## config.mk

```make
export PLATFORM = sky130hd
export DESIGN_NAME = mem_port_arbiter
export DESIGN_NICKNAME = d
export VERILOG_FILES = /design/src/rtl/mem_arb_pkg.sv /design/src/rtl/mem_arb_pick.sv /design/src/rtl/mem_port_arbiter.sv
export SDC_FILE = /design/constraint.sdc
export NUM_CORES = 1
export LEC_CHECK = 0
export BUFFER_PORTS_ARGS = -buffer_cell sky130_fd_sc_hd__buf_2
export CORE_MARGIN = 4
export CORE_UTILIZATION = 34
export DETAILED_ROUTE_END_ITERATION = 10
export MAX_ROUTING_LAYER = met4
export PLACE_DENSITY_LB_ADDON = 0.08
export SYNTH_ARGS = -nofsm -noshare
export SYNTH_HDL_FRONTEND = slang
export SYNTH_SLANG_ARGS = --single-unit
```

## constraint.sdc

```tcl
create_clock -name clk -period 6.6 [get_ports clk]
set_input_delay 1.32 -clock clk [delete_from_list [all_inputs] [get_ports clk]]
set_output_delay 1.32 -clock clk [all_outputs]
set_load 0.1 [all_outputs]
```

## src/rtl/mem_arb_pkg.sv

```systemverilog
// Shared definitions for mem_port_arbiter: FSM encoding, requester IDs and
// the latched description of the access currently in flight.
package mem_arb_pkg;

  localparam logic [1:0] ST_IDLE   = 2'd0;
  localparam logic [1:0] ST_ACCESS = 2'd1;
  localparam logic [1:0] ST_WAIT   = 2'd2;
  localparam logic [1:0] ST_RESP   = 2'd3;

  localparam logic PORT_IF = 1'b0;
  localparam logic PORT_D  = 1'b1;

  // Everything about the granted access that must survive after the requester's inputs change.
  typedef struct packed {
    logic port;
    logic we;
    logic oor;
  } grant_t;

  function automatic int cnt_width(input int mem_lat);
    return $clog2(mem_lat + 1);
  endfunction

endpackage

```

## src/rtl/mem_arb_pick.sv

```systemverilog
// Winner select between the fetch and data requesters.
// MEM_ARB_RR_EN selects round-robin tie-breaking; otherwise the data port always wins ties.
module mem_arb_pick
  import mem_arb_pkg::*;
(
  input  logic if_req,
  input  logic d_req,
`ifdef MEM_ARB_RR_EN
  input  logic last_grant,
`endif
  output logic grant,
  output logic port
);

  always_comb begin
    // NOTE: every output gets a default before any branch so no path leaves it unassigned (no latch).
    grant = if_req | d_req;
    port  = PORT_D;
    if (if_req && !d_req) begin
      port = PORT_IF;
    end
`ifdef MEM_ARB_RR_EN
    else if (if_req && d_req) begin
      port = ~last_grant;
    end
`endif
  end

endmodule

```

## src/rtl/mem_port_arbiter.sv

```systemverilog
// Serialises instruction-fetch and data accesses onto one single-port word memory.
// Build option MEM_ARB_RR_EN: round-robin tie-breaking instead of data-port priority.
module mem_port_arbiter
  import mem_arb_pkg::*;
#(
  parameter int ADDR_W    = 16,
  parameter int DATA_W    = 16,
  parameter int MEM_DEPTH = 1000,
  parameter int MEM_LAT   = 1
) (
  input  logic              clk,
  input  logic              rst,
  input  logic              if_req,
  input  logic [ADDR_W-1:0] if_addr,
  output logic              if_ack,
  output logic [DATA_W-1:0] if_rdata,
  input  logic              d_req,
  input  logic              d_we,
  input  logic [ADDR_W-1:0] d_addr,
  input  logic [DATA_W-1:0] d_wdata,
  output logic              d_ack,
  output logic [DATA_W-1:0] d_rdata,
  output logic              acc_err,
  output logic              mem_en,
  output logic              mem_we,
  output logic [ADDR_W-1:0] mem_addr,
  output logic [DATA_W-1:0] mem_wdata,
  input  logic [DATA_W-1:0] mem_rdata
);

  localparam int              CNT_W    = cnt_width(MEM_LAT);
  localparam logic [CNT_W-1:0] CNT_LOAD = CNT_W'(MEM_LAT - 1);
  localparam logic [ADDR_W:0]  DEPTH    = (ADDR_W + 1)'(MEM_DEPTH);

  logic [1:0]        state;
  logic [CNT_W-1:0]  cnt;
  grant_t            cur;
  logic              pick_valid;
  logic              pick_port;
  logic [ADDR_W-1:0] sel_addr;
  logic              sel_we;
  logic              sel_oor;
  logic [DATA_W-1:0] rd_word;
  logic              to_resp;
`ifdef MEM_ARB_RR_EN
  logic              last_grant;
`endif

  mem_arb_pick u_pick (
    .if_req     (if_req),
    .d_req      (d_req),
`ifdef MEM_ARB_RR_EN
    .last_grant (last_grant),
`endif
    .grant      (pick_valid),
    .port       (pick_port)
  );

  assign sel_addr = (pick_port == PORT_D) ? d_addr : if_addr;
  assign sel_we   = (pick_port == PORT_D) && d_we;
  assign sel_oor  = {1'b0, sel_addr} >= DEPTH;

  // Out-of-range reads never touched the memory, so they return zero instead of bus garbage.
  assign rd_word  = cur.oor ? '0 : mem_rdata;

  assign to_resp  = ((state == ST_ACCESS) && cur.we) ||
                    ((state == ST_WAIT) && (cnt == '0));

  always_ff @(posedge clk or posedge rst) begin
    if (rst) begin
      state     <= ST_IDLE;
      cnt       <= '0;
      cur       <= '0;
      if_ack    <= 1'b0;
      d_ack     <= 1'b0;
      acc_err   <= 1'b0;
      if_rdata  <= '0;
      d_rdata   <= '0;
      mem_en    <= 1'b0;
      mem_we    <= 1'b0;
      mem_addr  <= '0;
      mem_wdata <= '0;
`ifdef MEM_ARB_RR_EN
      last_grant <= PORT_IF;
`endif
    end else begin
      // NOTE: state uses non-blocking assignments so every register sees pre-edge values.
      mem_en  <= 1'b0;
      mem_we  <= 1'b0;
      if_ack  <= 1'b0;
      d_ack   <= 1'b0;
      acc_err <= 1'b0;

      case (state)
        ST_IDLE: begin
          if (pick_valid) begin
            state    <= ST_ACCESS;
            cur      <= '{port: pick_port, we: sel_we, oor: sel_oor};
            mem_addr <= sel_addr;
            if (pick_port == PORT_D) begin
              mem_wdata <= d_wdata;
            end
            mem_en   <= !sel_oor;
            mem_we   <= sel_we && !sel_oor;
`ifdef MEM_ARB_RR_EN
            last_grant <= pick_port;
`endif
          end
        end
        ST_ACCESS: begin
          if (cur.we) begin
            state <= ST_RESP;
          end else begin
            state <= ST_WAIT;
            cnt   <= CNT_LOAD;
          end
        end
        ST_WAIT: begin
          if (cnt == '0) begin
            state <= ST_RESP;
            if (cur.port == PORT_D) begin
              d_rdata <= rd_word;
            end else begin
              if_rdata <= rd_word;
            end
          end else begin
            cnt <= cnt - CNT_W'(1);
          end
        end
        ST_RESP: begin
          state <= ST_IDLE;
        end
        default: begin
          state <= ST_IDLE;
        end
      endcase

      // The ack is registered on entry to RESP, so it is high exactly for the RESP cycle.
      if (to_resp) begin
        if_ack  <= (cur.port == PORT_IF);
        d_ack   <= (cur.port == PORT_D);
        acc_err <= cur.oor;
      end
    end
  end

endmodule

```

==> results <==
- The die is approximately 100 µm wide.
- In the synthesized netlist the dominant register cell turns out to be sky130_fd_sc_hd__dfrtp_1.
- The slowest stage cell on the critical path is sky130_fd_sc_hd__nand2b_1.
- For this configuration, the core starts out at a cell density of 34.9%.
- The number of global-route vias before repair came to ~2400.
- Yosys attributes the largest share of cell area to sky130_fd_sc_hd__dfrtp_1, sky130_fd_sc_hd__nand2_1, sky130_fd_sc_hd__o21ai_0.
- After filler insertion, the fill cell instance count of the layout stands at 896.
- In the final routed layout, each cell accounts on average for 13.6 µm.
- The vias after detailed routing is 2388.
- TritonCTS built the clock tree.
- 138 I/O pins were placed.
- After synthesis, the netlist uses 30 different library cells.
- The run finished with clean final reports.
- The clock tree root buffer cell is sky130_fd_sc_hd__clkbuf_8.
- For this run, the total global-route usage over all layers was measured as 14.5%.
- The overall overflow remaining after global route is 0.
- The count of input and output buffers is 137.
- The max-slew violation count is 0.
- The initialized floorplan defines 34 standard-cell rows.
- The number of buffers added for setup after CTS is 0.
- Clock tree synthesis found a total of 74 sinks.
- The final cycle utilization of the critical path is about two fifths.
- The cell type with the highest aggregate area in the netlist is sky130_fd_sc_hd__dfrtp_1.
- On the worst path, the slowest cell contributes a delay of 0.67 ns.
- The element type at the critical path start is a primary input.
- The source of the worst register-to-register timing path is state[0]$_DFFE_PP0P_.
- The total inserted antenna cells is 0.
- The count of endpoints failing hold in the final timing report was 0.
- The dominant cell by count in the synthesized netlist is sky130_fd_sc_hd__dfrtp_1.
- The die covers 10500 µm².
- The hold buffer count at cts is 0.
- For this run, design rule violations remaining after detail routing come to 0.
- The shortest clock period the worst path allows after layout is 2.60 ns.
- The class of the worst hold path is reg -> reg.
- The synthesized cell area is 3030 µm².
- The share of synthesized area occupied by flip-flops and latches is between 60% and 70%.
- The final setup skew is 0.0114 ns.
- The global placement routability congestion is ~0.76.
- Clock-pin slew was measured on the worst setup and hold paths at 0.08 ns.
- After the flow finishes, the layout carries non-filler instances totaling 522.
- Of the cells placed in the final design, the portion with a size suffix greater than 1 is 41.8%.
- The total of cells resized after clock tree synthesis is 0.
- The maximum root-to-sink buffer count is 2.
- The final layout contains 483 nets.
- Counting instances in the post-synthesis netlist gives the leading cell types as sky130_fd_sc_hd__dfrtp_1, sky130_fd_sc_hd__nand2_1, sky130_fd_sc_hd__o21ai_0.
- The Yosys step of the flow raised 0 warnings.
- The sum of negative setup slack is 0 ns.
- The area growth from synthesis to layout is 32.5%.
- Headroom to the max-slew limit came out at 22.5%.
- The number of synthesized flops with an enable pin is 0.
- Setup slack on the critical path of the routed design comes to 4.00 ns.
- Entering global routing, the biggest net connects 75 pins.
- Setup repair after global routing left no endpoint under its margin.
- The number of DRC markers in iteration 0 is 50.
- The number of levels in the clock H-tree is 3.
- Synthesis handed over a netlist of 276 instances.
- Along the worst path, the maximum fanout reaches 14.
- The launch instance of the worst min-delay path is mem_addr[8]$_DFFE_PP0P_.
- The critical path goes through buf_2 -> nand2b_1 -> mux2i_1 -> and2_1 -> a32oi_1.
- Detailed placement finished with a half-perimeter wire length of between 5000 and 6000 µm.
- The number of buffer and inverter instances along the worst setup path is 1.
- The wire length of the first global-routing pass is 11500 µm.
- The post-route antenna net violation count is 0.
- Prior to clock tree synthesis, the placed netlist has a worst setup slack of 3.64 ns.
- The die is 102 µm tall.
- TritonCTS created 9 clock buffers.
- The core region is 8680 µm².
- For the worst-skew pair, the clock arrives at the later sink with an insertion delay of about 0.33 ns.
- Max-cap violations in this run came to 0.
- The data arrival time of the critical path is 2.74 ns.
- The startpoint of the worst setup timing path is d_req.
- The startpoint-to-endpoint class of the critical path is in -> reg.
- The dominant delay contributor by cell family on the critical path is simple AND/OR/NAND/NOR gates.
- The final wirelength is around 7000 µm.
- The required time of the worst setup path is 6.74 ns.
- Setup violations remaining at the end of the flow were counted as 0.
- The initial antenna violation count is 0.
- The share of synthesized area in the top cell type comes to approximately three fifths.
- The worst setup path is captured at a register.
- The proportion of register bits with asynchronous set or reset after synthesis is 100%.
- The first-pass iteration count of the detailed router is 4.
- The synthesized netlist net count is 349.
- The flip-flop and latch count after synthesis is between 70 and 80.
- At the pin with the least slew margin, the transition time is 1.16 ns.
- The maximum frequency from static timing analysis is 384 MHz.
- The number of placed instances, taps included, is 507.
- In this run the mean area of a mapped cell was 11.0 µm².
- Dividing the detail-routed via count by the number of cells gives 4.57.
==> cells by family after synthesis <==
kind of cell,after synthesis,share of synthesized area (%)
fa+ha+maj,4,1.65
mux,32,11.2
simple gates,90,12.6
compound gates,57,10.4
buf+inv,19,2.93
flops,74,61.2
==> worst reg2reg max path, delay by kind of cell, from the launching register on <==
family                     cells  cell delay [ns]
adders and majority gates      1             0.27
buffers and inverters          1             0.09
DFF                            1             0.38
muxes                          1             0.42
and+or+nand+nor                1             0.57
==> stage by stage <==
step                cell area (µm²)  hold slack [ns]  util [%]
global route                   4010            0.497      46.2
floorplan                      3030            0.453         -
detailed placement             3790            0.466      43.6
global placement               3790            0.457      43.6
CTS                            4010            0.483      46.2
finish                         4010            0.476      46.2
==> flip-flops by register name, summed over array words and instances (netlist names) <==
register   cells
d_ack          1
if_rdata      16
mem_addr      16
state          2
d_rdata       16
if_ack         1
acc_err        1
mem_en         1
cur            3
mem_wdata     16
mem_we         1
==> cell type report <==
class | count | area [µm²] | area share, %
timing repair buffer | 138 | 693 | 17.3
sequential | 74 | 1850 | 46.2
tap | 108 | 135 | 3.37
clock buffer | 11 | 151 | 3.77
clock inverter | 4 | 73.8 | 1.84
inverter | 4 | 16.3 | 0.405
multi-input combinational | 183 | 1090 | 27.2
==> per-layer routing <==
metal,track usage (%),vias to the layer above,wire [µm]
met4,5.15,0,82
met2,21.9,87,3200
met3,3.96,10,617
met1,18.7,1090,3180
li1,-,1201,-
met5,-,-,0
==> placed cells by master, fill, tap and decap left out, types with 4 or more instances in the layout <==
cell	Yosys	layout
sky130_fd_sc_hd__clkbuf_8	0	11
sky130_fd_sc_hd__mux2_2	16	16
sky130_fd_sc_hd__dfrtp_1	74	74
sky130_fd_sc_hd__nor2_1	4	4
sky130_fd_sc_hd__buf_2	5	137
sky130_fd_sc_hd__o21ai_0	51	51
sky130_fd_sc_hd__ha_1	4	4
sky130_fd_sc_hd__nand2_1	71	71
sky130_fd_sc_hd__mux2i_1	16	16
==> final timing paths <==
kind / end / slack (ns) / depth (start not counted)
min in group asynchronous: mem_wdata[2]$_DFFE_PP0P_ / 1.25 / 3
max in group asynchronous: if_rdata[7]$_DFFE_PP0P_ / 4.73 / 3
hold reg to reg: mem_addr[8]$_DFFE_PP0P_ / 0.48 / 2
hold / removal: mem_addr[8]$_DFFE_PP0P_ / 0.48 / 2
setup reg to reg: mem_wdata[8]$_DFFE_PP0P_ / 4.77 / 4
setup / recovery: cur[0]$_DFFE_PP0P_ / 4.00 / 5
Power is left out: the tool's default activity adds up to more than one toggle a clock period on the data nets, which glitch-free logic cannot reach.
